File: config.mk
export PLATFORM = sky130hd
export DESIGN_NAME = debounce_bank
export DESIGN_NICKNAME = d
export VERILOG_FILES = /design/src/rtl/debounce_pkg.sv /design/src/rtl/debounce_chan.sv /design/src/rtl/debounce_bank.sv
export SDC_FILE = /design/constraint.sdc
export NUM_CORES = 1
export LEC_CHECK = 0
export CAP_MARGIN = 20
export CELL_PAD_IN_SITES_DETAIL_PLACEMENT = 1
export CELL_PAD_IN_SITES_GLOBAL_PLACEMENT = 2
export CORE_MARGIN = 4
export CORE_UTILIZATION = 41
export CTS_CLUSTER_SIZE = 12
export DETAILED_ROUTE_END_ITERATION = 12
export GPL_ROUTABILITY_DRIVEN = 0
export GPL_TIMING_DRIVEN = 0
export PLACE_DENSITY = 0.88
export SETUP_SLACK_MARGIN = 0.5
export SLEW_MARGIN = 20
export SYNTH_ARGS = -nofsm -noshare
export SYNTH_HDL_FRONTEND = slang
export SYNTH_SLANG_ARGS = --single-unit
File: constraint.sdc
create_clock -name i_clk -period 2.9 [get_ports i_clk]
set_input_delay 0.29 -clock i_clk [delete_from_list [all_inputs] [get_ports i_clk]]
set_output_delay 0.29 -clock i_clk [all_outputs]
set_load 0.01 [all_outputs]
File: src/rtl/debounce_pkg.sv
// -----------------------------------------------------------------------------
// debounce_pkg
//   Shared definitions for the front-panel debouncer bank.
//   - ACTIVE_LOW_DEFAULT : default button polarity (1 = pressed pulls the pin low)
//   - idle_level()       : resting pin level for a given polarity
//   - press_level()      : pin level while the button is held
//   - fits_width()       : true when a count value fits in an unsigned field
//   - max2()             : larger of two counts (sizes the hold counter)
//   No ports; imported by debounce_chan and debounce_bank.
// -----------------------------------------------------------------------------
package debounce_pkg;

  localparam int ACTIVE_LOW_DEFAULT = 1;

  // Resting level: a pull-up button idles high when it is active-low.
  function automatic logic idle_level(input int active_low);
    return (active_low != 0) ? 1'b1 : 1'b0;
  endfunction

  function automatic logic press_level(input int active_low);
    return (active_low != 0) ? 1'b0 : 1'b1;
  endfunction

  // value < 2**width, written with $clog2 so it stays valid for wide fields.
  function automatic bit fits_width(input longint unsigned value, input int width);
    return $clog2(value + 64'd1) <= width;
  endfunction

  function automatic longint unsigned max2(input longint unsigned a,
                                           input longint unsigned b);
    return (a > b) ? a : b;
  endfunction

endpackage

File: src/rtl/debounce_chan.sv
// -----------------------------------------------------------------------------
// debounce_chan
//   One debounced input: 2-flop synchroniser, qualification counter, accepted
//   level, one-cycle press/release pulses, optional long-press / auto-repeat.
//   Build option: define DEBOUNCE_LONGPRESS_EN to include the hold counter and
//   o_long generation; otherwise o_long is tied low and no hold logic exists.
//
//   Ports
//     i_clk      in   system clock
//     i_reset    in   asynchronous, active-low reset
//     i_switch   in   raw asynchronous pin
//     o_level    out  accepted level, raw pin polarity
//     o_pressed  out  accepted level is the pressed level
//     o_press    out  1-cycle pulse when idle->pressed is accepted
//     o_release  out  1-cycle pulse when pressed->idle is accepted
//     o_long     out  1-cycle long-press / repeat pulse (0 when compiled out)
// -----------------------------------------------------------------------------
module debounce_chan
  import debounce_pkg::*;
#(
  parameter int CNT_W           = 16,
  parameter int DEBOUNCE_CYCLES = 5000,
  parameter int ACTIVE_LOW      = ACTIVE_LOW_DEFAULT,
  parameter int LONG_CYCLES     = 50000000,
  parameter int REPEAT_CYCLES   = 10000000,
  parameter int HOLD_W          = 32
) (
  input  logic i_clk,
  input  logic i_reset,
  input  logic i_switch,
  output logic o_level,
  output logic o_pressed,
  output logic o_press,
  output logic o_release,
  output logic o_long
);

  localparam logic IDLE_LVL  = idle_level(ACTIVE_LOW);
  localparam logic PRESS_LVL = press_level(ACTIVE_LOW);

  localparam logic [CNT_W-1:0] CNT_LAST = CNT_W'(DEBOUNCE_CYCLES - 1);
  localparam logic [CNT_W-1:0] CNT_ONE  = CNT_W'(1);

  // Elaboration-time sanity checks on the configuration.
  if (DEBOUNCE_CYCLES < 1) begin : g_err_cycles
    $error("debounce_chan: DEBOUNCE_CYCLES must be at least 1");
  end
  if (!fits_width(longint'(DEBOUNCE_CYCLES), CNT_W)) begin : g_err_cnt_w
    $error("debounce_chan: DEBOUNCE_CYCLES does not fit in CNT_W bits");
  end
  if (LONG_CYCLES < 1) begin : g_err_long
    $error("debounce_chan: LONG_CYCLES must be at least 1");
  end
  if (!fits_width(max2(longint'(LONG_CYCLES), longint'(REPEAT_CYCLES)), HOLD_W))
  begin : g_err_hold_w
    $error("debounce_chan: HOLD_W too narrow for LONG_CYCLES/REPEAT_CYCLES");
  end

  logic             r_sync1;
  logic             r_sync2;
  logic             r_level;
  logic             r_press;
  logic             r_release;
  logic [CNT_W-1:0] r_cnt;

  logic w_differs;
  logic w_window_full;
  logic w_accept;

  assign w_differs     = (r_sync2 != r_level);
  assign w_window_full = (r_cnt == CNT_LAST);
  // A new level is taken only after DEBOUNCE_CYCLES consecutive differing
  // samples; any agreeing sample in between clears the count.
  assign w_accept      = w_differs && w_window_full;

  // Sync flops reset to the idle level so reset release never looks like an
  // edge on the pin.
  always_ff @(posedge i_clk or negedge i_reset) begin
    if (!i_reset) begin
      r_sync1   <= IDLE_LVL;
      r_sync2   <= IDLE_LVL;
      r_level   <= IDLE_LVL;
      r_cnt     <= '0;
      r_press   <= 1'b0;
      r_release <= 1'b0;
    end else begin
      r_sync1   <= i_switch;
      r_sync2   <= r_sync1;
      r_press   <= 1'b0;
      r_release <= 1'b0;
      if (!w_differs) begin
        r_cnt <= '0;
      end else if (w_window_full) begin
        r_level   <= r_sync2;
        r_cnt     <= '0;
        r_press   <= (r_sync2 == PRESS_LVL);
        r_release <= (r_sync2 == IDLE_LVL);
      end else begin
        r_cnt <= r_cnt + CNT_ONE;
      end
    end
  end

  assign o_level   = r_level;
  assign o_pressed = (r_level == PRESS_LVL);
  assign o_press   = r_press;
  assign o_release = r_release;

`ifdef DEBOUNCE_LONGPRESS_EN
  localparam logic [HOLD_W-1:0] LONG_LAST   = HOLD_W'(LONG_CYCLES - 1);
  localparam logic [HOLD_W-1:0] REPEAT_LAST =
    HOLD_W'((REPEAT_CYCLES > 0) ? (REPEAT_CYCLES - 1) : 0);
  localparam logic [HOLD_W-1:0] HOLD_ONE    = HOLD_W'(1);
  localparam logic              REPEAT_ON   = (REPEAT_CYCLES > 0);

  logic [HOLD_W-1:0] r_hcnt;
  logic              r_rpt;
  logic              w_held;
  logic              w_long_hit;
  logic              w_repeat_hit;

  // r_hcnt counts held cycles with the press-pulse cycle as cycle 0; the
  // pulse is decoded from it so it lands on the held cycle it names.
  assign w_held       = (r_level == PRESS_LVL);
  assign w_long_hit   = !r_rpt && (r_hcnt == LONG_LAST);
  assign w_repeat_hit = r_rpt && REPEAT_ON && (r_hcnt == REPEAT_LAST);

  always_ff @(posedge i_clk or negedge i_reset) begin
    if (!i_reset) begin
      r_hcnt <= '0;
      r_rpt  <= 1'b0;
    end else if (!w_held || w_accept) begin
      // Idle, or the release is being accepted on this edge.
      r_hcnt <= '0;
      r_rpt  <= 1'b0;
    end else if (w_long_hit) begin
      r_hcnt <= '0;
      r_rpt  <= 1'b1;
    end else if (w_repeat_hit) begin
      r_hcnt <= '0;
    end else if (!r_rpt || REPEAT_ON) begin
      // With repeat disabled the counter parks after the single long pulse.
      r_hcnt <= r_hcnt + HOLD_ONE;
    end
  end

  assign o_long = w_held && (w_long_hit || w_repeat_hit);
`else
  assign o_long = 1'b0;
`endif

endmodule

File: src/rtl/debounce_bank.sv
// -----------------------------------------------------------------------------
// debounce_bank
//   N_CH independent push-button/switch debouncers for the front panel.
//   Each bit of the vectors belongs to one debounce_chan instance; this level
//   only fans the vectors out and back in.
//   Build option: DEBOUNCE_LONGPRESS_EN adds long-press / auto-repeat pulses on
//   o_long; without it o_long is constant 0.
//
//   Ports
//     i_clk      in   1     system clock
//     i_reset    in   1     asynchronous, active-low reset
//     i_switch   in   N_CH  raw asynchronous switch/button pins
//     o_level    out  N_CH  debounced level (raw polarity)
//     o_pressed  out  N_CH  debounced pressed state
//     o_press    out  N_CH  1-cycle pulse on idle->pressed acceptance
//     o_release  out  N_CH  1-cycle pulse on pressed->idle acceptance
//     o_long     out  N_CH  1-cycle long-press / auto-repeat pulse
// -----------------------------------------------------------------------------
module debounce_bank
  import debounce_pkg::*;
#(
  parameter int N_CH            = 4,
  parameter int CNT_W           = 16,
  parameter int DEBOUNCE_CYCLES = 5000,
  parameter int ACTIVE_LOW      = ACTIVE_LOW_DEFAULT,
  parameter int LONG_CYCLES     = 50000000,
  parameter int REPEAT_CYCLES   = 10000000,
  parameter int HOLD_W          = 32
) (
  input  logic            i_clk,
  input  logic            i_reset,
  input  logic [N_CH-1:0] i_switch,
  output logic [N_CH-1:0] o_level,
  output logic [N_CH-1:0] o_pressed,
  output logic [N_CH-1:0] o_press,
  output logic [N_CH-1:0] o_release,
  output logic [N_CH-1:0] o_long
);

  for (genvar g = 0; g < N_CH; g++) begin : g_chan
    debounce_chan #(
      .CNT_W           (CNT_W),
      .DEBOUNCE_CYCLES (DEBOUNCE_CYCLES),
      .ACTIVE_LOW      (ACTIVE_LOW),
      .LONG_CYCLES     (LONG_CYCLES),
      .REPEAT_CYCLES   (REPEAT_CYCLES),
      .HOLD_W          (HOLD_W)
    ) u_chan (
      .i_clk     (i_clk),
      .i_reset   (i_reset),
      .i_switch  (i_switch[g]),
      .o_level   (o_level[g]),
      .o_pressed (o_pressed[g]),
      .o_press   (o_press[g]),
      .o_release (o_release[g]),
      .o_long    (o_long[g])
    );
  end

endmodule

==> out/results.tsv, run 1 <==
metric	value	unit
unrepaired setup endpoints after global routing	false	
Top FF cell, synth	dfrtp_1	
Core ar.	9280	um^2
Buffers on Ports	21	
drt via density	5.09	
Tcrit/Tclk final	0.742	
setup bufs post-CTS	0	
Final WS setup	749	ps
DRT Wirelength	8080	um
fill count	1047	
clk sinks	84	
Synth Cell Area	3940	um^2
Worst-path clk slew	90	ps
CP peak stage delay	440	ps
HP Class	input port to flip-flop	
Starting Density	0.424	
slowest stage cell, crit path	clkbuf_1	
hpwl dp	5590	um
outcome	finished clean	
Setup TNS Final	0	ps
nets	427	
vias in the first global route	2909	
DIE WIDTH	106	um
first-pass GRT wire length	14000	um
relative slew slack	0.622	
WL/cell	14.7	um
leakage	1.87	nW
crit path launch type	flip-flop	
Die H	106	um
io pins	26	
Max Slew Vio Count	0	
FF+latch count, synth	84	
CTS tree	yes	
HP Start	i_switch[2]	
# DRC	0	
fin crit period	2150	ps
Final Hold Viols	0	
Setup-failing EPs final	0	
worst-skew pair later-pin latency	350	ps
most used cell, CP	clkbuf_1	
H-tree depth	3	
hold path depth	1	
row count	35	
worst path arrival time	2360	ps
GR Overflow Total	0	
P&R area growth vs syn	15.8	%
Pwr per Cell Area	481	nW/um^2
vias	2802	
post-layout util	0.491	
critical path peak fanout	10	
register area share after synthesis	0.538	
CP Class	flip-flop to flip-flop	
post-synth cell types	33	
antenna viol nets, final	0	
asr flop ratio synth	1.00	
RR Startpoint	g_chan[0].u_chan.r_cnt[3]	
initial antenna violation count	0	
Syn Inst Count	380	
CP Launch Point	g_chan[0].u_chan.r_cnt[3]	
# diodes	0	
VDD IR max	0.217	mV
crit path cell chain	clkbuf_1, nor4_1, nand4_1, nand2_1, clkbuf_1, nor2_1	
overall routing resource usage	0.153	
worst slack, placed	730	ps
Pre-antenna DRT Iters	4	
total power	0.00219	W
Max-cap violations	0	
Mean Syn Cell Area	10.4	um^2
layout cell share with drive strength beyond 1	0.140	
worst hold margin	338	ps
crit path capture type	flip-flop	
CTS Buffer Depth	2	
clk root buf	clkbuf_8	
fmax	465	MHz
Crit path required time	3110	ps
Hold Path End	g_chan[2].u_chan.r_sync1	
R2R Path End	g_chan[0].u_chan.r_cnt[6]	
flop2flop setup slack	750	ps
clk_skew	12.1	ps
largest net degree at the start of global routing	44	
Iter 0 DRT Violations	80	
Die Area	11200	um^2
Num CTS Buffers	9	
worst reg2reg path depth	6	
yosys warns	0	
EDFF count, synth	0	
worst-margin pin slew	568	ps
==> synthesized netlist by cell type, drive strengths merged (4+ instances only) <==
master / instances / area [um^2]
and3: 9 / 56.3
ha: 4 / 50.1
buf: 21 / 161
nor3b: 4 / 30.0
nor4b: 4 / 35.0
nor4: 19 / 119
xnor2: 40 / 350
nand3: 15 / 75.1
nand4: 19 / 119
dfrtp: 72 / 1800
xor2: 17 / 149
nand2: 24 / 97.6
inv: 13 / 48.8
mux2: 4 / 48.8
clkbuf: 4 / 15.0
dfstp: 12 / 315
nor2: 66 / 248
nor3: 15 / 75.1
==> per-stage QoR <==
stage | area (um^2) | cells
2_1_floorplan | 3950 | 383
3_3_place_gp | 4320 | 533
3_5_place_dp | 4340 | 534
4_1_cts | 4560 | 551
5_1_grt | 4560 | 551
6_report | 4560 | 551
==> kinds of logic after synthesis <==
logic type,share of synthesized area
mux,0.0124
fa+ha+maj,0.0127
xor+xnor,0.127
simple gates,0.242
compound gates,0.0102
other cells,0.000953
flops,0.538
buf+inv,0.0572
==> critical path, delay by kind of cell (launching register included) <==
kind | cells | cell delay, ps
simple gates | 4 | 1020
flops | 1 | 360
buf+inv | 2 | 630
==> state kept, by name (all words and copies together), names as in the netlist <==
name                     count
g_chan.u_chan.r_sync1        4
g_chan.u_chan.r_cnt         64
g_chan.u_chan.o_level        4
g_chan.u_chan.o_release      4
g_chan.u_chan.o_press        4
g_chan.u_chan.r_sync2        4
==> worst max path at each step <==
stage | to | cells past startpoint
finish | g_chan[0].u_chan.r_cnt[6] | 6
global route | g_chan[0].u_chan.r_cnt[6] | 6
CTS | g_chan[0].u_chan.r_cnt[6] | 6
detailed placement | g_chan[0].u_chan.r_cnt[14] | 6
global placement | g_chan[3].u_chan.r_cnt[15] | 1
floorplan | g_chan[2].u_chan.r_cnt[10] | 5
==> cell type report <==
class / count / area, um^2 / area share
flip-flops and latches: 84 / 2120 / 0.465
multi-input cells: 261 / 1600 / 0.352
repair buffers: 23 / 238 / 0.0522
plain buffers: 25 / 176 / 0.0387
well taps: 129 / 161 / 0.0354
clock buffers: 11 / 151 / 0.0332
clock inverters: 5 / 58.8 / 0.0129
inverters: 13 / 48.8 / 0.0107
==> layout by cell type, fill, tap and decap left out, types with 3 or more instances in the layout <==
cell type and n:
a21oi_1 3, and3_1 9, buf_4 21, clkbuf_1 4, clkbuf_8 11, clkdlybuf4s50_1 20, conb_1 4, dfrtp_1 72
dfstp_2 12, ha_1 4, inv_1 13, mux2_2 3, nand2_1 23, nand3_1 15, nand4_1 19, nor2_1 66
nor3_1 15, nor3b_1 4, nor4_1 19, nor4b_1 4, xnor2_1 40, xor2_1 17
==> repair_timing <==
item                      4_1_cts  5_1_grt
resized for setup               0        0
hold buffers                    1        0
hold endpoints to repair       35        0
==> per-layer routing <==
| metal | vias up | track usage | wire (um) |
|---|---|---|---|
| met3 | 6 | 0.0279 | 205 |
| met4 | 0 | 0.0527 | 83 |
| met1 | 1412 | 0.203 | 3930 |
| met2 | 32 | 0.253 | 3860 |
| met5 | - | 0 | 0 |
| li1 | 1352 | - | - |
==> report_power, final <==
group / internal [W] / leakage, nW / switching, W
logic: 0.0000317 / 0.643 / 0.0000549
registers: 0.00119 / 1.12 / 0.0000201
clock network: 0.000447 / 0.102 / 0.000442
total: 0.00167 / 1.87 / 0.000517
Power figures use the tool's default switching activity.
==> inputs of run 2 (changes only) <==
--- a/config.mk
+++ b/config.mk
@@ -9,12 +9,12 @@
 export CELL_PAD_IN_SITES_DETAIL_PLACEMENT = 1
 export CELL_PAD_IN_SITES_GLOBAL_PLACEMENT = 2
 export CORE_MARGIN = 4
-export CORE_UTILIZATION = 41
+export CORE_UTILIZATION = 38
 export CTS_CLUSTER_SIZE = 12
 export DETAILED_ROUTE_END_ITERATION = 12
 export GPL_ROUTABILITY_DRIVEN = 0
 export GPL_TIMING_DRIVEN = 0
-export PLACE_DENSITY = 0.88
+export PLACE_DENSITY = 0.83
 export SETUP_SLACK_MARGIN = 0.5
 export SLEW_MARGIN = 20
 export SYNTH_ARGS = -nofsm -noshare
==> constraint.sdc (replaced) <==
create_clock -name i_clk -period 2.1 [get_ports i_clk]
set_input_delay 0.21 -clock i_clk [delete_from_list [all_inputs] [get_ports i_clk]]
set_output_delay 0.21 -clock i_clk [all_outputs]
set_load 0.01 [all_outputs]
==> run 2 against run 1 <==
Net effect:
- sequential share of layout area decreased by 3.7 points
- sequential power up 39%
- clock skew increased by 0.93 ps
- combinational power increased by 88%
- maximum frequency grew 12%
- clock power is 45% higher
- critical path type unchanged
- critical endpoint is now g_chan[2].u_chan.r_cnt[1]
- largest cell class unchanged
==> out/results.tsv, run 2 (synthesis gave the netlist of run 1 again) <==
metric	value	unit
# diodes	0	
Setup TNS Final	0	ps
clk_skew	13.1	ps
Max-cap violations	0	
Iter 0 DRT Violations	74	
critical path peak fanout	3	
layout cell share with drive strength beyond 1	0.261	
commonest cells after routing, fill and taps aside	dfrtp_1, nor2_1, buf_4, xnor2_1, nand2_1	
row count	36	
Crit path required time	2350	ps
HP Start	i_switch[2]	
antenna viol nets, final	0	
fill count	1105	
unrepaired setup endpoints after global routing	true	
io pins	26	
total power	0.00313	W
crit path capture type	flip-flop	
design area	4950	um^2
Pre-antenna DRT Iters	4	
outcome	finished clean	
CTS tree	yes	
Max Slew Vio Count	0	
Num CTS Buffers	9	
VDD IR max	0.351	mV
Comb power frac	0.052	
Psw	0.000733	W
Starting Density	0.397	
hpwl dp	5650	um
overall routing resource usage	0.158	
Post-Place Cell Area	4350	um^2
Core ar.	9910	um^2
Buffers on Ports	21	
fin crit period	1920	ps
vias	2924	
Die Area	12000	um^2
DRT Wirelength	9030	um
Switching Fraction	0.234	
WL/cell	15.5	um
worst-skew pair later-pin latency	350	ps
nets	453	
Setup-failing EPs final	0	
H-tree depth	3	
Tcrit/Tclk final	0.912	
CP Launch Point	g_chan[2].u_chan.r_cnt[15]	
worst path arrival time	2170	ps
vias in the first global route	3025	
post-layout util	0.500	
Final WS setup	184	ps
Worst-path clk slew	90	ps
fmax	522	MHz
DIE WIDTH	110	um
Final Hold Viols	0	
clk sinks	84	
initial antenna violation count	0	
drt via density	5.03	
largest net degree at the start of global routing	56	
leakage	2.05	nW
Clock power frac	0.411	
first-pass GRT wire length	14800	um
RR Startpoint	g_chan[2].u_chan.r_cnt[15]	
commonest non-fill, non-tap cell in the layout	dfrtp_1	
Reg power frac	0.537	
CTS Buffer Depth	2	
clk root buf	clkbuf_8	
# DRC	0	
crit path launch type	flip-flop	
GR Overflow Total	0	
max reg flops	64	
HP Class	input port to flip-flop	
P&R area growth vs syn	25.8	%
most flop-heavy register	g_chan.u_chan.r_cnt	
CP Class	flip-flop to flip-flop	
Pwr per Cell Area	632	nW/um^2
worst slack, placed	103	ps
Die H	110	um
cell internal pwr	0.00240	W
run 2: final timing paths:
check                                                  end  slack, ps  cells past startpoint
worst max-delay path             g_chan[2].u_chan.r_cnt[1]        180                      4
worst min-delay path              g_chan[2].u_chan.r_sync1        250                      1
worst max register to register   g_chan[2].u_chan.r_cnt[1]        180                      4
worst min register to register    g_chan[0].u_chan.r_sync2        360                      0
max in group asynchronous         g_chan[3].u_chan.r_sync2       1100                      3
min in group asynchronous       g_chan[1].u_chan.r_cnt[10]        340                      2
run 2: per-stage QoR:
step / hold WS, ps / cells
2_1_floorplan: -85.6 / 383
3_3_place_gp: 347 / 537
3_5_place_dp: 181 / 538
4_1_cts: 237 / 577
5_1_grt: 221 / 581
6_report: 252 / 581
run 2: routing by layer:
metal	vias to the layer above	global-route usage	share of wire
li1	1406	-	-
met1	1475	0.208	0.47
met2	31	0.265	0.50
met3	12	0.0276	0.018
met4	0	0.0490	0.012
met5	-	0	0
run 2: cell type report:
cell class	count	area, um^2	area share
tap	133	166	0.0336
inverter	13	48.8	0.00986
multi-input combinational	261	1770	0.358
buffer	25	196	0.0397
timing repair buffer	49	430	0.0869
sequential	84	2120	0.428
clock buffer	10	128	0.0258
clock inverter	6	90.1	0.0182
run 2: what timing repair did:
item | 4_1_cts | 5_1_grt
buffers inserted | 22 | 4
pin swaps | 10 | 6
hold buffers | 1 | 0
setup endpoints to repair | 79 | 69
hold endpoints to repair | 25 | 0
gates resized for setup | 36 | 25
run 2: power by group through the flow:
stage	clock network, W	logic (W)	registers (W)
2_1_floorplan	0	0.0000606	0.00170
3_3_place_gp	0	0.000117	0.00171
5_1_grt	0.00139	0.000183	0.00168
6_report	0.00129	0.000163	0.00168
3_5_place_dp	0	0.000124	0.00171
4_1_cts	0.00133	0.000148	0.00167
run 2: critical path, stage by stage, from the launching register on:
cell     delay (ps)
dfrtp_1         390
or4_1           530
or4_4           570
buf_4           180
and3_1          140
==> inputs of run 3 (changes only) <==
--- a/config.mk
+++ b/config.mk
@@ -5,16 +5,18 @@
 export SDC_FILE = /design/constraint.sdc
 export NUM_CORES = 1
 export LEC_CHECK = 0
+export ABC_AREA = 1
+export ABC_CLOCK_PERIOD_IN_PS = 2100
 export CAP_MARGIN = 20
 export CELL_PAD_IN_SITES_DETAIL_PLACEMENT = 1
 export CELL_PAD_IN_SITES_GLOBAL_PLACEMENT = 2
 export CORE_MARGIN = 4
-export CORE_UTILIZATION = 38
+export CORE_UTILIZATION = 35
 export CTS_CLUSTER_SIZE = 12
 export DETAILED_ROUTE_END_ITERATION = 12
 export GPL_ROUTABILITY_DRIVEN = 0
 export GPL_TIMING_DRIVEN = 0
-export PLACE_DENSITY = 0.83
+export PLACE_DENSITY = 0.85
 export SETUP_SLACK_MARGIN = 0.5
 export SLEW_MARGIN = 20
 export SYNTH_ARGS = -nofsm -noshare
==> run 3 against run 2 <==
Net effect:
- sequential power hardly changed
- clock skew down 6.0 ps
- combinational power decreased by 17%
- synthesized area grew 15%
- die area increased by 23%
- highest routed layer unchanged
- routed wire length grew 28%
==> out/results.tsv, run 3 <==
metric	value	unit
outcome	finished clean	
Final Hold Viols	0	
DRT Wirelength	11500	um
Die Area	14900	um^2
nets	663	
Multi-input gate area	2020	um^2
M1 WL	5300	um
CP peak stage delay	560	ps
Setup TNS Final	0	ps
fin crit period	1530	ps
HP Class	input port to flip-flop	
Psw	0.000793	W
most flop-heavy register	g_chan.u_chan.r_cnt	
hpwl dp	8650	um
HP Start	i_switch[2]	
RR Startpoint	g_chan[1].u_chan.r_cnt[0]	
slowest stage cell, crit path	dfstp_2	
WL/cell	13.9	um
Buffers on Ports	21	
Setup-failing EPs final	0	
routed wl met2	5750	um
CTS Buffer Depth	2	
share of the synthesized area in the top cell type	0.396	
Synth top cells by count	nor2_1, nand2_1, inv_1	
FF+latch count, synth	84	
total power	0.00348	W
fmax	653	MHz
unrepaired setup endpoints after global routing	false	
Pwr per Cell Area	649	nW/um^2
Iter 0 DRT Violations	176	
first-pass GRT wire length	20200	um
cell internal pwr	0.00268	W
Reg power frac	0.482	
CTS tree	yes	
Top Layer Used	met4	
# DRC	0	
Max-cap violations	0	
Worst-path clk slew	60	ps
leakage	2.41	nW
H-tree depth	3	
Die H	122	um
max reg flops	64	
GR Overflow Total	0	
antenna viol nets, final	0	
worst-margin pin slew	592	ps
vias	3952	
Synth Area in XOR/XNOR	0.0308	
Syn Inst Count	615	
io pins	26	
# diodes	0	
commonest non-fill, non-tap cell in the layout	nor2_1	
Clock power frac	0.480	
Crit path required time	1890	ps
worst path arrival time	1320	ps
hold path depth	1	
overall routing resource usage	0.172	
P&R area growth vs syn	17.9	%
row count	41	
drt via density	4.76	
critical path peak fanout	4	
Top FF cell, synth	dfrtp_1	
crit path cell chain	inv_1, buf_4, clkdlybuf4s15_1	
Synth Cell Area	4540	um^2
CP Class	flip-flop to output port	
Worst setup endpoint	o_pressed[0]	
Synth Area in Compound Gates	0.0275	
Mean Syn Cell Area	7.39	um^2
CP Launch Point	g_chan[0].u_chan.o_level	
routed wl met3	344	um
R2R Path End	g_chan[1].u_chan.r_cnt[3]	
Inst Count DP	812	
largest net degree at the start of global routing	44	
worst reg2reg path depth	8	
commonest cells after routing, fill and taps aside	nor2_1, nand2_1, inv_1, dfrtp_1, nand3_1	
flop2flop setup slack	630	ps
register area share after synthesis	0.466	
Starting Density	0.359	
mux cell area share after synthesis	0	
initial antenna violation count	0	
relative slew slack	0.605	
area leader, netlist	dfrtp_1	
Pre-antenna DRT Iters	4	
VDD IR max	0.566	mV
adder-cell share of the synthesized area	0.0110	
Core ar.	12700	um^2
clk root buf	clkbuf_16	
worst-skew pair later-pin latency	350	ps
Tcrit/Tclk final	0.730	
crit path capture type	output port	
vias in the first global route	4213	
Num CTS Buffers	9	
post-route insts no fill	830	
layout cell share with drive strength beyond 1	0.126	
Synth area leaders	dfrtp_1, nor2_1, nand2_1, dfstp_2, inv_1	
Max Slew Vio Count	0	
DIE WIDTH	122	um
post-layout util	0.423	
Comb power frac	0.039	
asr flop ratio synth	1.00	
EDFF count, synth	0	
fill count	1588	
post-synth cell types	25	
yosys warns	0	
post-synthesis simple-gate area fraction	0.366	
storage element area	2120	um^2
clk_skew	7.04	ps
most frequent cell after synthesis	nor2_1	
clk sinks	84	
Switching Fraction	0.228	
crit path launch type	flip-flop	
main combinational cell family by area after synthesis	simple AND/OR/NAND/NOR gates	
[run 3: cell count changes after synthesis, sizes merged, moves of 12 or more]
cell   change
nand3     +22
o21ai     +12
inv       +66
nor4      -19
xnor2     -38
nor2      +90
nand2    +133
[run 3: kinds of logic (layout without fill, tap and decap cells)]
logic type / Yosys count / count (layout)
AO/OA/AOI/OAI: 23 / 23
buffers and inverters: 99 / 139
AND/OR/NAND/NOR: 388 / 388
flip-flops: 84 / 84
XOR/XNOR: 16 / 16
other: 1 / 4
adder cells (fa/ha/maj): 4 / 4
[run 3: routing by layer]
metal	GRT usage	vias to the layer above
met5	0	-
met4	0.0469	0
met3	0.0446	11
met2	0.291	37
met1	0.219	1938
li1	-	1966
[run 3: area by class of cell]
| type | count | share of cell area |
|---|---|---|
| buffer | 20 | 0.0280 |
| clock buffer | 11 | 0.0472 |
| clock inverter | 5 | 0.0112 |
| inverter | 79 | 0.0554 |
| multi-input combinational | 435 | 0.377 |
| sequential | 84 | 0.395 |
| tap | 172 | 0.0402 |
| timing repair buffer | 24 | 0.0463 |
[run 3: worst min path at each step]
stage | endpoint | slack, ps
after global routing | g_chan[2].u_chan.r_sync1 | 260
after floorplan | g_chan[0].u_chan.o_press | -90
final | g_chan[2].u_chan.r_sync1 | 270
after detailed placement | g_chan[3].u_chan.o_release | 250
after CTS | g_chan[2].u_chan.r_sync1 | 250
after global placement | g_chan[3].u_chan.r_sync2 | 350
[run 3: power groups by stage]
stage | combinational (W) | sequential, W | clock (W)
3_3_place_gp | 0.000124 | 0.00170 | 0
4_1_cts | 0.000135 | 0.00167 | 0.00172
3_5_place_dp | 0.000133 | 0.00170 | 0
6_report | 0.000135 | 0.00167 | 0.00167
2_1_floorplan | 0.0000625 | 0.00170 | 0
5_1_grt | 0.000156 | 0.00168 | 0.00179
[run 3: timing repair]
item	CTS	global route
hold buffers	1	0
pin swaps	0	3
endpoints found under the hold margin	33	0
gates resized for setup	8	11
setup buffers	0	1
endpoints found under the setup margin	8	32
[run 3: per-stage QoR]
step           hold slack (ps)  setup WS (ps)  area [um^2]
6_report                   266            568         5360
3_5_place_dp               251            577         5010
4_1_cts                    252            494         5320
5_1_grt                    256            490         5360
2_1_floorplan            -85.6            870         4560
3_3_place_gp               347          -2410         4980
[run 3: critical path: cells and delay by family (launching register included)]
family	cells	cell delay (ps)
buffers and inverters	3	410
flip-flops	1	560
